`src/rtl/pipe_issue_ctrl_pkg.sv`:
```
// Shared definitions for the ID issue controller: FSM encoding and width defaults.
package pipe_issue_ctrl_pkg;

  localparam int unsigned REG_AW_DEF       = 5;
  localparam int unsigned CNT_W_DEF        = 2;
  localparam int unsigned MAX_INFLIGHT_DEF = 3;

  localparam logic [1:0] ST_RUN   = 2'd0;
  localparam logic [1:0] ST_DRAIN = 2'd1;
  localparam logic [1:0] ST_TAKE  = 2'd2;

endpackage

```
`src/rtl/pipe_issue_ctrl_reg_scoreboard.sv`:
```
// Per-GPR count of in-flight writes; x0 is never tracked and always reads as clear.
module reg_scoreboard
  import pipe_issue_ctrl_pkg::*;
#(
  parameter int unsigned REG_AW = REG_AW_DEF,
  parameter int unsigned CNT_W  = CNT_W_DEF
) (
  input  logic              clk,
  input  logic              rst,
  input  logic              clr,
  input  logic              inc_en,
  input  logic [REG_AW-1:0] inc_rd,
  input  logic              dec_en,
  input  logic [REG_AW-1:0] dec_rd,
  input  logic [REG_AW-1:0] rs1,
  input  logic              rs1_used,
  input  logic [REG_AW-1:0] rs2,
  input  logic              rs2_used,
  output logic              rs1_pending,
  output logic              rs2_pending
);

  localparam int unsigned NREG = 1 << REG_AW;

  logic [CNT_W-1:0] cnt [NREG];

  always_ff @(posedge clk) begin
    for (int unsigned r = 0; r < NREG; r++) begin
      if (rst || clr) begin
        cnt[r] <= '0;
      end else if (r != 0) begin
        // A matching inc and dec in one cycle cancel out.
        if (inc_en && inc_rd == REG_AW'(r) && !(dec_en && dec_rd == REG_AW'(r)))
          cnt[r] <= cnt[r] + CNT_W'(1);
        else if (dec_en && dec_rd == REG_AW'(r) && !(inc_en && inc_rd == REG_AW'(r)))
          cnt[r] <= cnt[r] - CNT_W'(1);
      end
    end
  end

  assign rs1_pending = rs1_used && (rs1 != '0) && (cnt[rs1] != '0);
  assign rs2_pending = rs2_used && (rs2 != '0) && (cnt[rs2] != '0);

endmodule

```
`src/rtl/pipe_issue_ctrl.sv`:
```
// ID issue gate: RAW stall against the write scoreboard, in-flight window limit,
// and timer-interrupt drain/take sequencing.
module pipe_issue_ctrl
  import pipe_issue_ctrl_pkg::*;
#(
  parameter int unsigned REG_AW       = REG_AW_DEF,
  parameter int unsigned MAX_INFLIGHT = MAX_INFLIGHT_DEF,
  parameter int unsigned CNT_W        = CNT_W_DEF
) (
  input  logic              clk,
  input  logic              rst,
  input  logic              id_valid,
  input  logic [REG_AW-1:0] id_rs1,
  input  logic              id_rs1_used,
  input  logic [REG_AW-1:0] id_rs2,
  input  logic              id_rs2_used,
  input  logic [REG_AW-1:0] id_rd,
  input  logic              id_RegWr,
  input  logic              exu_allow_in,
  output logic              id_issue,
  output logic              id_stall,
  input  logic              wb_commit,
  input  logic              wb_RegWr,
  input  logic [REG_AW-1:0] wb_rd,
  input  logic              flush,
  input  logic              intr_req,
  output logic              intr_take,
  output logic [CNT_W-1:0]  inflight_cnt,
  output logic              busy
);

  logic [1:0]       state_q, state_d;
  logic [CNT_W-1:0] inflight_q;
  logic             rs1_pending, rs2_pending;
  logic             hazard, window_ok;

  reg_scoreboard #(
    .REG_AW (REG_AW),
    .CNT_W  (CNT_W)
  ) u_sb (
    .clk         (clk),
    .rst         (rst),
    .clr         (flush),
    .inc_en      (id_issue && id_RegWr),
    .inc_rd      (id_rd),
    .dec_en      (wb_commit && wb_RegWr),
    .dec_rd      (wb_rd),
    .rs1         (id_rs1),
    .rs1_used    (id_rs1_used),
    .rs2         (id_rs2),
    .rs2_used    (id_rs2_used),
    .rs1_pending (rs1_pending),
    .rs2_pending (rs2_pending)
  );

  assign hazard    = rs1_pending || rs2_pending;
  // A slot freed by this cycle's commit can be reused by this cycle's issue.
  assign window_ok = (inflight_q < CNT_W'(MAX_INFLIGHT)) || wb_commit;
  assign id_issue  = id_valid && exu_allow_in && !hazard && (state_q == ST_RUN)
                   && !intr_req && !flush && window_ok;
  assign id_stall  = id_valid && !id_issue;

  always_ff @(posedge clk) begin
    if (rst || flush)
      inflight_q <= '0;
    else if (id_issue && !wb_commit)
      inflight_q <= inflight_q + CNT_W'(1);
    else if (wb_commit && !id_issue)
      inflight_q <= inflight_q - CNT_W'(1);
  end

  always_comb begin
    state_d = state_q;
    case (state_q)
      ST_RUN:   if (intr_req) state_d = ST_DRAIN;
      ST_DRAIN: begin
        if (!intr_req)              state_d = ST_RUN;
        else if (inflight_q == '0)  state_d = ST_TAKE;
      end
      ST_TAKE:  state_d = ST_RUN;
      default:  state_d = ST_RUN;
    endcase
  end

  always_ff @(posedge clk) begin
    if (rst || flush)
      state_q <= ST_RUN;
    else
      state_q <= state_d;
  end

  assign intr_take    = (state_q == ST_TAKE);
  assign inflight_cnt = inflight_q;
  assign busy         = (state_q != ST_RUN);

endmodule

```
`config.mk`:
```
export PLATFORM = sky130hd
export DESIGN_NAME = pipe_issue_ctrl
export DESIGN_NICKNAME = d
export VERILOG_FILES = /design/src/rtl/pipe_issue_ctrl_pkg.sv /design/src/rtl/pipe_issue_ctrl_reg_scoreboard.sv /design/src/rtl/pipe_issue_ctrl.sv
export SDC_FILE = /design/constraint.sdc
export NUM_CORES = 1
export LEC_CHECK = 0
export ABC_AREA = 0
export BUFFER_PORTS_ARGS = -buffer_cell sky130_fd_sc_hd__buf_2
export CAP_MARGIN = 20
export CELL_PAD_IN_SITES_DETAIL_PLACEMENT = 1
export CELL_PAD_IN_SITES_GLOBAL_PLACEMENT = 2
export CORE_ASPECT_RATIO = 0.9
export CORE_UTILIZATION = 25
export DETAILED_ROUTE_END_ITERATION = 8
export GPL_ROUTABILITY_DRIVEN = 0
export PLACE_DENSITY = 0.57
export SYNTH_ARGS = -nofsm -noshare
export SYNTH_HDL_FRONTEND = slang
export SYNTH_SLANG_ARGS = --single-unit
```
`constraint.sdc`:
```
create_clock -name clk -period 3.7 [get_ports clk]
set_input_delay 0.74 -clock clk [delete_from_list [all_inputs] [get_ports clk]]
set_output_delay 0.74 -clock clk [all_outputs]
set_load 0.03 [all_outputs]
```
== Word level (Yosys, flattened, before mapping) ==
Memories as Yosys holds them, arrays and structs flattened.
Index checks and enable logic that the tools add are counted.

* Flip-flop bits (word level): 4
* Memory bits (writable): 64
* Output and inout bits: 6
* Memories kept: 1

* Add/subtract/negate cells: 64
* Order comparisons: 1
* Equality and inequality tests: 66
* Mux-type cells: 287
* Bitwise gates (word level): 62
* Reduce and logical (&&, ||, !) cells: 218

{| class="wikitable"
|+ Memories
! name !! words !! bits a word !! rd ports !! clocked after Yosys merged registers in !! wr ports !! line !! source
|-
| u_sb.cnt || 32 || 2 || 33 || 0 || 32 || pipe_issue_ctrl_reg_scoreboard.sv:25 || <nowiki>logic [CNT_W-1:0] cnt [NREG];</nowiki>
|}

{| class="wikitable"
|+ Operators with widths
! kind !! count
|-
| 1-bit two-way mux || 219
|-
| 5-bit equality test (second input constant) || 32
|-
| 1-bit logical AND || 139
|-
| 2-bit two-way mux || 67
|-
| 5-bit by 4-bit equality test with 1-bit output (second input constant) || 16
|-
| 1-bit zero test || 67
|-
| 2-bit by 1-bit adder with 2-bit output (second input constant) || 32
|-
| 2-bit by 1-bit subtractor with 2-bit output (second input constant) || 32
|-
| 1-bit bitwise OR || 62
|-
| 5-bit by 3-bit equality test with 1-bit output (second input constant) || 8
|-
| 5-bit by 2-bit equality test with 1-bit output (second input constant) || 4
|-
| 5-bit by 1-bit equality test with 1-bit output (second input constant) || 2
|-
| 5-bit nonzero test || 2
|-
| 2-bit nonzero test || 4
|-
| 2-bit zero test || 2
|-
| 2-bit one-hot mux with 2 select lines || 1
|-
| 1-bit logical OR || 3
|-
| 3-bit inequality test (second input constant) || 1
|-
| 2-bit by 1-bit equality test with 1-bit output (second input constant) || 1
|-
| 2-bit equality test (second input constant) || 1
|-
| 2-bit less-than comparator (second input constant) || 1
|-
| 2-bit inequality test (second input constant) || 1
|-
| 2-bit AND reduction || 1
|}

== Logic depth before layout (Yosys ltp) ==
* Depth after elaboration: 19
* Gate-level depth with buffers: 15

== Cells and area by module ==
From an unflattened synthesis, not the netlist that was laid out.

* Cell total of the unflattened synthesis: 538
* Area, all modules: 4849.7 um^2

{| class="wikitable"
|+ By module, submodules not included
! module !! times used !! cells an instance !! area each (um^2) !! sequential area each (um^2)
|-
| reg_scoreboard || 1 || 510 || 4618.2 || 1861.8
|-
| pipe_issue_ctrl || 1 || 28 || 231.5 || 80.1
|}

== Worst setup path before layout ==
Ideal clock, no wire load.

* Path kind: input port to flip-flop
* Start point: in id_rs2[0]
* End point: reg inflight_q[1] (netlist: inflight_cnt[1])
* Library setup time: 0.070 ns
* Arrival time: 3.493 ns
* Required time: 3.630 ns
* Slack: 0.137 ns
* Stages on the path: 13
* Path buffers: 3
* Cells stage by stage: buf_6 inv_4 mux4_2 a221oi_2 o22ai_2 o31a_1 buf_2 nand2_1 inv_1 buf_2 ha_1 or3_1 a21oi_1

* Word-level cells in the longest chain between the ends: 13
* Elaborated cells between the ends (all ways): 17

{| class="wikitable"
|+ RTL lines
! element !! line !! source
|-
| start: declaration || pipe_issue_ctrl.sv:15 || <nowiki>input logic [REG_AW-1:0] id_rs2,</nowiki>
|-
| memory 32 x 2 bit / 5-bit nonzero test (equally long branches) || n/a ||
|-
| 2-bit nonzero test / 1-bit logical AND (equally long branches) || pipe_issue_ctrl_reg_scoreboard.sv:42 || <nowiki>assign rs2_pending = rs2_used && (rs2 != '0) && (cnt[rs2] != '0);</nowiki>
|-
| 1-bit logical AND (*) || pipe_issue_ctrl_reg_scoreboard.sv:42 ||
|-
| 1-bit logical OR (*) || pipe_issue_ctrl.sv:56 || <nowiki>assign hazard = rs1_pending || rs2_pending;</nowiki>
|-
| 1-bit zero test (*) || pipe_issue_ctrl.sv:59 || <nowiki>assign id_issue = id_valid && exu_allow_in && !hazard && (state_q == ST_RUN)</nowiki>
|-
| 1-bit logical AND (*) (2 in a row) || pipe_issue_ctrl.sv:59 ||
|-
| 1-bit logical AND (*) (3 in a row) || pipe_issue_ctrl.sv:60 || <nowiki>&& !intr_req && !flush && window_ok;</nowiki>
|-
| via id_issue || pipe_issue_ctrl.sv:20 || <nowiki>output logic id_issue,</nowiki>
|-
| 1-bit zero test || pipe_issue_ctrl.sv:68 || <nowiki>else if (wb_commit && !id_issue)</nowiki>
|-
| 1-bit logical AND || pipe_issue_ctrl.sv:68 ||
|-
| 2-bit nonzero test (no line) || n/a ||
|-
| end signal: assignment || pipe_issue_ctrl.sv:67 || <nowiki>inflight_q <= inflight_q + CNT_W'(1);</nowiki>
|-
| end signal: assignment || pipe_issue_ctrl.sv:69 || <nowiki>inflight_q <= inflight_q - CNT_W'(1);</nowiki>
|-
| end: declaration || pipe_issue_ctrl.sv:33 || <nowiki>logic [CNT_W-1:0] inflight_q;</nowiki>
|}

Mark *: on every way through the listed nets, which the timed path passes. The rest lies on a longest branch.
A chain may end at the register's enable or synchronous reset.

== Worst setup path after layout ==
* Start point: in id_rs2[0]
* End point: out id_stall

* Word-level cells in the longest chain between the ends: 12
* Elaborated cells between the ends (all ways): 14

{| class="wikitable"
|+ RTL lines
! element !! line !! source
|-
| memory 32 x 2 bit / 5-bit nonzero test (equally long branches) || n/a ||
|-
| 2-bit nonzero test / 1-bit logical AND (equally long branches) || pipe_issue_ctrl_reg_scoreboard.sv:42 ||
|-
| 1-bit logical AND (*) || pipe_issue_ctrl_reg_scoreboard.sv:42 ||
|-
| 1-bit logical OR (*) || pipe_issue_ctrl.sv:56 ||
|-
| 1-bit zero test (*) || pipe_issue_ctrl.sv:59 ||
|-
| 1-bit logical AND (*) (2 in a row) || pipe_issue_ctrl.sv:59 ||
|-
| 1-bit logical AND (*) (3 in a row) || pipe_issue_ctrl.sv:60 ||
|-
| 1-bit zero test (*) || pipe_issue_ctrl.sv:61 || <nowiki>assign id_stall = id_valid && !id_issue;</nowiki>
|-
| 1-bit logical AND (*) || pipe_issue_ctrl.sv:61 ||
|-
| end: declaration || pipe_issue_ctrl.sv:21 || <nowiki>output logic id_stall,</nowiki>
|}

Mark *: on every way between the ends. The rest lies on a longest branch, timed or not.

==> out/qor.log <==
[finish] final antenna diode count 0
[timing] Setup Skew 0.00875 ns
[worst_setup_path] most used cell along the critical path buf_2
[floorplan] I/O Pins 37
[floorplan] area of the die 21900 um^2
[timing] upper clock frequency limit 279 MHz
[global_routing] vias in the first global route 5389
[worst_setup_path] kind of end point of the critical path output pin
[synth] library cell with the highest instance count after synthesis nor2_1
[worst_setup_path] Setup Crit Path Kind input pin to output pin
[floorplan] y dimension of the die 141 um
[routing] metal2 WL 9760 um
[timing] Slew Limit Fails 0
[hold_path] Worst Hold Depth 2
[timing] slew at the pin with the worst max-slew slack 0.805 ns
[power_and_ir_drop] power density normalized to cell area 346 nW/um^2
[worst_setup_path] worst flop-to-flop path endpoint u_sb.cnt[29][0]
[power_and_ir_drop] register share of total power 40.6%
[worst_setup_path] cell-by-cell listing of the critical path buf_2, inv_4, mux4_2, a221oi_2, o22ai_2, o31a_1, nand2_1, and2_1, buf_2
[power_and_ir_drop] highest ir drop seen on vdd 0.207 mV
[timing] Period Utilization, post-route 97.0%
[placement] HPWL after detailed placement 17700 um
[cts] CTS Buffer Depth 2
[routing] via density per instance 5.52
[floorplan] total core area 20800 um^2
[synth] Syn Area/Cell 8.43 um^2
[routing] antenna violation net count after detailed routing 0
[timing] final number of setup-violating endpoints 0
[finish] share of final-layout standard cells stronger than drive strength 1 15.4%
[run] max-cap check violation count 0
[cts] number of levels the H-tree was split into 3
[worst_setup_path] R2R Path Start u_sb.cnt[12][0]
[power_and_ir_drop] net switching share of the total power 28.6%
[worst_setup_path] worst setup path endpoint id_stall
[routing] vias after detailed routing 5344
[routing] total length of routed met3 wires 1180 um
[outcome] result of the run complete, no violations
[cts] number of buffers added for setup after CTS 0
[worst_setup_path] startpoint class of the critical path input pin
[global_routing] pin count of the biggest net entering global routing 30
[routing] number of detailed-route iterations in the first pass 4
[synth] register area share after synthesis 36.4%
[power_and_ir_drop] internal power of the cells 1.55 mW
[synth] most instantiated cells after synthesis 84 x nor2_1, 69 x nand2_1, 62 x edfxtp_1, 54 x nand4_1, 42 x xnor2_1
[timing] min cycle time layout 3.59 ns
[cts] number of buffers created by CTS 9
[cts] total number of clock tree sinks 66
[power_and_ir_drop] net switching power of the design 621 uW
[floorplan] Die Wd 156 um
[global_routing] leftover overflow at the end of global routing 0
[timing] RSZ-0062 raised after global routing no
[worst_setup_path] first element of the critical path id_rs2[0]
[synth] area of the mapped netlist 5340 um^2
[synth] unique cell type count in the Yosys netlist 59
[finish] area delta synth->final 17.6%
[synth] Yosys Warn Count 0
[floorplan] standard-cell row count 50
[cts] number of buffers added to fix hold violations after cts 0
[synth] Post-synth EDFFs 62
[cts] insertion delay to the later sink of the worst-skew pair 0.34 ns
[power_and_ir_drop] Comb pwr share 16.2%
[placement] count of placed standard cells including taps 952
[cts] root cell of the clock tree clkbuf_16
[finish] Layout Cell Area excl Fill 6270 um^2
[routing] final routed wirelength across all metal layers 22500 um
[routing] WL/cell 23.2 um
[routing] routed metal-1 wire length 11100 um
[synth] post-synthesis sequential element count 66
[worst_setup_path] biggest fanout along the worst timing path 5
[timing] Slew Limit Headroom 46.4%
[timing] Final Hold Violating Endpoints 0
[hold_path] worst min path class register to register
[power_and_ir_drop] Total Power Consumption 2.17 mW
[finish] post-route insts no fill 968
[synth] Yosys top cell area share 34.9%
[cts] clock tree from TritonCTS yes
[placement] I/O Buffers 36
[worst_setup_path] data arrival at the endpoint of the critical path 2.85 ns
[timing] worst-case hold slack 0.466 ns
[routing] DRC violations left 0
[global_routing] number of antenna violations at the first check in global routing 1
[power_and_ir_drop] cell leakage power 2.02 nW
[synth] cells after synthesis 633
[synth] top area cells in the synthesized netlist edfxtp_1 35%, xnor2_1 6.9%, nand4_1 6.3%
[cts] clock slew seen by the registers of the worst setup and hold paths 0.06 ns
[timing] Final TNS setup 0 ns
[worst_setup_path] r2r worst-path depth 8
[synth] dominant register cell in the synthesized netlist edfxtp_1
[routing] DR iter-0 viols 355
[placement] placed cell area 5960 um^2
[synth] Syn Nets 665
[synth] largest area contributor in the synthesized netlist edfxtp_1
[synth] FFs w/ async S/R, synth 0%
[floorplan] Initial Utilization 25.6%
[finish] Final nets 709
[global_routing] wire length of the first global-routing pass 33900 um
[worst_setup_path] required time of the critical path 2.96 ns
[power_and_ir_drop] clock share of power 43.1%
[worst_setup_path] delay of the slowest cell on the worst path 0.53 ns
[worst_setup_path] setup slack of the most critical reg-to-reg path 0.39 ns
[worst_setup_path] cell with the largest stage delay on the worst path mux4_2
[routing] top layer reached by signal wires met4
[global_routing] Tot GR Track Use 21.2%
## metrics by stage
stage	setup WS, ns	utilization (%)
after floorplan	0.137	-
after global placement	0.119	28.6
after detailed placement	0.0260	28.6
after CTS	0.0570	30.1
after global routing	0.0177	30.1
final	0.110	30.1
## layout by cell type, fill, tap and decap left out, types with 3 or more instances in the layout
cell	count
or2_2	6
o211ai_1	4
xnor2_1	42
nor4_2	3
mux4_2	9
buf_4	28
dfxtp_1	4
clkbuf_16	9
o21ai_0	17
nand4_1	54
mux2i_1	7
edfxtp_1	62
o311a_1	3
or3b_1	4
nor4_1	9
nand3b_1	3
nor2b_1	7
xor2_1	17
nand2b_1	10
o21ai_1	10
nor2_1	82
buf_2	36
nor3_1	32
or3_1	14
and2_1	3
o22ai_1	7
or4_1	6
a21oi_1	33
nand2_1	69
a2111oi_0	5
nand3_1	39
inv_1	7
## state kept, by name, indices dropped and copies added, names as in the netlist
signal,count
inflight_cnt,2
state_q,2
u_sb.cnt,62
## layout make-up
type	count	area (um^2)
well taps	286	358
flip-flops and latches	66	1940
multi-input cells	526	3230
fillers	2502	14600
clock buffers	11	233
repair buffers	64	390
inverters	10	40.0
clock inverters	5	78.8
## repair_timing
item                                    4_1_cts  5_1_grt
endpoints found under the setup margin        1        1
cloned                                        0        0
resized for setup                             1        1
## cell families (layout without fill, tap and decap cells)
family                     count (synthesis)  in the layout  synth area share, %
DFF                                       66             66                 36.4
xor gates and xnor gates                  59             59                 9.69
buffers and inverters                     41             90                 3.31
adders and majority gates                  1              1                0.234
muxes                                     16             16                 5.11
and+or+nand+nor                          351            351                 33.3
AOI/OAI and AO/OA                         99             99                 12.0
## routing by layer
layer	track usage (%)	vias to the layer above
met5	0	-
met2	31.9	143
li1	-	2476
met4	6.81	0
met3	3.29	25
met1	30.8	2700
## critical path, delay by kind of cell
kind	cells	cell delay [ns]
compound gates	3	0.74
buf+inv	3	0.45
mux	1	0.53
simple gates	2	0.38
## worst min path at each step
stage	startpoint	endpoint	slack (ns)
after CTS	state_q[0]	state_q[1]	0.47
after global routing	state_q[0]	state_q[1]	0.50
after global placement	state_q[0]	state_q[1]	0.44
final	state_q[0]	state_q[1]	0.47
after floorplan	state_q[0]	state_q[1]	0.43
after detailed placement	state_q[0]	state_q[1]	0.46
## power by group through the flow
stage	clock (mW)	combinational, mW	sequential, mW
after detailed placement	0	0.350	0.897
after global routing	0.977	0.379	0.887
final	0.935	0.353	0.882
after CTS	0.952	0.352	0.882
after floorplan	0	0.202	0.888
after global placement	0	0.344	0.895
Power figures use the tool's default switching activity.
